## config.mk

```make
export PLATFORM = sky130hd
export DESIGN_NAME = fadd_accum_seq
export DESIGN_NICKNAME = d
export VERILOG_FILES = /design/src/rtl/fadd_accum_seq.sv
export SDC_FILE = /design/constraint.sdc
export NUM_CORES = 1
export LEC_CHECK = 0
export CAP_MARGIN = 20
export CORE_MARGIN = 10
export CORE_UTILIZATION = 30
export DETAILED_ROUTE_END_ITERATION = 8
export PLACE_DENSITY = 0.65
export SYNTH_ARGS = -nofsm -noshare
export SYNTH_HDL_FRONTEND = slang
export SYNTH_SLANG_ARGS = --single-unit
```

## constraint.sdc

```tcl
create_clock -name Clk -period 2.7 [get_ports Clk]
set_input_delay 0.81 -clock Clk [delete_from_list [all_inputs] [get_ports Clk]]
set_output_delay 0.81 -clock Clk [all_outputs]
set_load 0.005 [all_outputs]
```

## src/rtl/fadd_accum_seq.sv

```systemverilog
// Serial SP accumulation sequencer: streams elements in, issues one add
// at a time to an external pipelined adder and returns the running sum.
module fadd_accum_seq #(
  parameter int LEN_W   = 8,
  parameter int TIMEOUT = 15
) (
  input  logic             Clk,
  input  logic             Rst,
  input  logic             Start,
  input  logic [LEN_W-1:0] Len,
  input  logic             In_valid,
  input  logic [31:0]      In_data,
  output logic             In_ready,
  output logic             Add_valid,
  output logic [31:0]      Add_a,
  output logic [31:0]      Add_b,
  input  logic [31:0]      Add_result,
  input  logic             Add_ready,
  output logic [31:0]      Sum,
  output logic             Done,
  output logic             Busy,
  output logic             Err
);

  localparam int CW = $clog2(TIMEOUT + 1);

  typedef enum logic [2:0] {
    S_IDLE,
    S_LOAD,
    S_FETCH,
    S_ISSUE,
    S_WAIT,
    S_DONE
  } state_t;

  state_t           r_state;
  state_t           w_next;
  logic [31:0]      r_acc;
  logic [31:0]      r_operand;
  logic [LEN_W-1:0] r_rem;
  logic [CW-1:0]    r_wcnt;
  logic             r_err;
  logic             w_start;
  logic             w_hs;
  logic             w_tmo;

  always_ff @(posedge Clk) begin
    if (Rst) r_state <= S_IDLE;
    else     r_state <= w_next;
  end

  always_comb begin
    w_next    = r_state;
    w_start   = 1'b0;
    w_hs      = 1'b0;
    w_tmo     = 1'b0;
    In_ready  = 1'b0;
    Add_valid = 1'b0;
    Done      = 1'b0;
    unique case (r_state)
      S_IDLE: begin
        if (Start) begin
          w_start = 1'b1;
          w_next  = (Len == '0) ? S_DONE : S_LOAD;
        end
      end
      S_LOAD: begin
        In_ready = 1'b1;
        w_hs     = In_valid;
        if (In_valid)
          w_next = (r_rem == LEN_W'(1)) ? S_DONE : S_FETCH;
      end
      S_FETCH: begin
        In_ready = 1'b1;
        w_hs     = In_valid;
        if (In_valid) w_next = S_ISSUE;
      end
      S_ISSUE: begin
        Add_valid = 1'b1;
        w_next    = S_WAIT;
      end
      S_WAIT: begin
        if (Add_ready) begin
          w_next = (r_rem == '0) ? S_DONE : S_FETCH;
        end else if (r_wcnt == CW'(TIMEOUT - 1)) begin
          w_tmo  = 1'b1;
          w_next = S_DONE;
        end
      end
      S_DONE: begin
        Done   = 1'b1;
        w_next = S_IDLE;
      end
      default: w_next = S_IDLE;
    endcase
  end

  // First element is loaded straight into acc; later ones go via operand.
  always_ff @(posedge Clk) begin
    if (Rst) begin
      r_acc     <= '0;
      r_operand <= '0;
      r_rem     <= '0;
      r_wcnt    <= '0;
      r_err     <= 1'b0;
    end else begin
      if (w_start) begin
        r_rem <= Len;
        r_acc <= '0;
        r_err <= 1'b0;
      end
      if (w_hs) begin
        r_rem <= r_rem - LEN_W'(1);
        if (r_state == S_LOAD) r_acc     <= In_data;
        else                   r_operand <= In_data;
      end
      if (r_state == S_ISSUE) r_wcnt <= '0;
      if (r_state == S_WAIT) begin
        r_wcnt <= r_wcnt + CW'(1);
        if (Add_ready) r_acc <= Add_result;
      end
      if (w_tmo) r_err <= 1'b1;
    end
  end

  assign Add_a = r_acc;
  assign Add_b = r_operand;
  assign Sum   = r_acc;
  assign Err   = r_err;
  assign Busy  = (r_state != S_IDLE);

endmodule

```

==> summary.md <==
| Metric | Value |
|---|---|
| Status | `finished clean` |
| Req. time, crit path | `1.89 ns` |
| Die ar. | `0.0172 mm²` |
| Layout cells sized above 1 | `7.77%` |
| Reg2Reg Setup Slack | `0.73 ns` |
| Max Root-Sink Buffers | `2` |
| Primary FF master, synth | `dfxtp_1` |
| Dpl cells | `745` |
| Syn. warnings | `0` |
| Top Ports | `178` |
| Register Area | `0.00160 mm²` |
| Design area | `0.00579 mm²` |
| Setup ws final | `0.156 ns` |
| Final setup viols | `0` |
| Post-Layout Cell Count | `760` |
| RSZ-0062 raised after global routing | `no` |
| Final period utilization | `94.2%` |
| Area grow syn2layout | `55.8%` |
| Post-Synthesis Cells | `456` |
| Netlist cell types | `46` |
| Initial antenna violation count | `0` |
| Crit Path Category | `reg -> out` |
| Post-synth EDFFs | `0` |
| Hold/Removal Path Class | `reg -> reg` |
| CTS tree | `done` |
| Post-place setup slack | `-0.114 ns` |
| Ranking of synthesized cells by area | `dfxtp_1, a222oi_1, nand2_1, buf_4, a21oi_1` |
| Area leader, netlist | `dfxtp_1` |
| Grt total ovfl | `0` |
| Rel. slew slack | `51.3%` |
| Setup crit end | `In_ready` |
| Worst hold stages | `2` |
| CP Capture Type | `output pin` |
| Setup crit start kind | `flop` |
| Vias per cell | `5.24` |
| Sink count of the clock tree | `80` |
| Max-slew violation count | `0` |
| Die height | `131 µm` |
| Worst-Margin Slew | `0.724 ns` |
| N_diodes | `0` |
| RR Startpoint | `r_state[0]` |
| Crit path time final | `2.54 ns` |
| Final Skew | `0.00599 ns` |
| Max-cap violation count | `0` |
| Initial core utilization | `30.8%` |
| Core area | `0.0121 mm²` |
| Clock latency on the worst-skew pair | `0.33 ns` |
| Die Wd | `131 µm` |
| Vias in the first global route | `3,905` |
| Pwr dens | `618 mW/mm²` |
| Syn_area_per_cell | `8.15 µm²` |
| Iter 0 DRT Violations | `406` |
| Root buf cell | `clkbuf_16` |
| Total CTS buffers | `9` |
| Post-synth ARST share | `0%` |
| Dpl cell area | `0.00546 mm²` |
| Area of the multi-input gates | `0.00170 mm²` |
| DR pass1 iterations | `7` |
| Antenna Nets Post-Route | `0` |
| Post-Syn Nets | `537` |
| Reg clk slew, reported paths | `0.06 ns` |
| Pin count of the biggest net entering global routing | `37` |
| FF-to-FF path depth | `6` |
| P_leak | `2.02 nW` |
| Register area share after synthesis | `43.1%` |
| # port buffers | `177` |
| Critical path fanouts, max | `12` |
| Wire length per cell | `18.6 µm` |
| DR DRC count | `0` |
| Hold bufs inserted after CTS | `0` |
| Synth top area share | `43.1%` |
| Post-Syn Area | `0.00372 mm²` |
| Via count | `3,986` |
| Fmax | `393 MHz` |
| Htree depth | `3` |
| Gpl congestion | `0.844` |
| Routed WL | `14.1 mm` |
| # rows | `40` |
| Detailed Place HPWL | `10.4 mm` |
| Total GRT Usage | `15.4%` |
| R2R Path End | `Add_a[3]` |
| Maximum VDD drop | `0.362 mV` |
| Synth Register Bits | `80` |
| CP Data Arrival Time | `1.73 ns` |
| Final Hold Vio Count | `0` |
| CP Launch Point | `r_state[0]` |
| Pwr Total | `3.58 mW` |
| First-pass GRT wire length | `21.8 mm` |
| Nets@finish | `669` |
| Fillers | `1,170` |
| Final core utilization | `48.0%` |
cells in the mapped netlist (2+ instances only):
| cell type | n |
|---|---|
| o311ai_0 | 3 |
| or4_1 | 3 |
| nand4_1 | 2 |
| clkbuf_1 | 38 |
| nor3_1 | 36 |
| or2_2 | 2 |
| a31oi_1 | 8 |
| a211oi_1 | 2 |
| a21oi_1 | 40 |
| nor3b_1 | 2 |
| and3_1 | 3 |
| o21ai_0 | 3 |
| ha_1 | 4 |
| or3b_2 | 2 |
| nor2b_1 | 2 |
| nor4_1 | 2 |
| or3_1 | 3 |
| a222oi_1 | 32 |
| dfxtp_1 | 80 |
| nand3_1 | 6 |
| buf_4 | 33 |
| xor2_1 | 2 |
| nand2_1 | 71 |
| a221oi_1 | 2 |
| nor2_1 | 45 |
| inv_1 | 7 |
| a22oi_1 | 2 |
| buf_2 | 3 |
routing by layer:
layer | wire (µm) | GRT usage [%]
met5 | 0 | 0
met4 | 227 | 6.12
met3 | 1290 | 4.92
met2 | 6720 | 25.3
met1 | 5870 | 18.3
kinds of logic after synthesis:
group,count (synthesis),share of synthesized area (%)
xor gates and xnor gates,3,0.707
AOI/OAI and AO/OA,98,19.1
muxes,1,0.269
buffers and inverters,81,11.6
and+or+nand+nor,189,23.9
adders and majority gates,4,1.35
DFF,80,43.1
metrics by stage:
stage          hold slack, ns  setup TNS, ns
6_report                0.454              0
5_1_grt                 0.473              0
4_1_cts                 0.454              0
3_5_place_dp            0.446         -0.154
3_3_place_gp            0.441         -0.125
2_1_floorplan           0.428              0
layout make-up:
type	instances	share of cell area, %
clock inverter	3	1.12
clock buffer	12	4.43
multi-input combinational	295	29.4
inverter	7	0.454
sequential	80	27.7
tap	168	3.63
timing repair buffer	195	33.3
worst max-delay path, stage by stage (launching register included):
cell             delay [ns]
dfxtp_2                0.48
xor2_2                 0.25
nand2_1                0.11
inv_1                  0.06
clkdlybuf4s50_1        0.50
worst min-delay path by stage:
stage | to | slack (ns) | start
after floorplan | r_wcnt[3] | 0.43 | r_wcnt[3]
after global placement | Add_b[0] | 0.44 | Add_b[0]
after detailed placement | Add_b[14] | 0.45 | Add_b[14]
after CTS | Add_b[14] | 0.45 | Add_b[14]
after global routing | Add_b[20] | 0.47 | Add_b[20]
final | Add_b[19] | 0.45 | Add_b[19]
timing repair:
| action | CTS | global route |
|---|---|---|
| endpoints found under the setup margin | 1 | 2 |
| setup buffers | 0 | 0 |
| gates resized for setup | 1 | 2 |
| hold endpoints to repair | 0 | 0 |
placed cells by master, fill, tap and decap left out, types with 4 or more instances in the layout:
cell type,instances
inv_1,7
ha_1,4
nand3_1,6
a31oi_1,8
clkdlybuf4s50_1,176
a21oi_1,40
clkbuf_16,9
nand2_1,71
dfxtp_1,78
nor3_1,36
buf_4,16
a222oi_1,32
nor2_1,45
registers in the layout, indices dropped and copies added (netlist names):
signal and flops:
r_state 3, r_rem 8, Add_a 32, Err 1, r_wcnt 4, Add_b 32
power by group:
group | switching [mW] | internal, mW
Clock | 0.474 | 0.855
Combinational | 0.416 | 0.477
Sequential | 0.0885 | 1.27
Power figures use the tool's default switching activity.
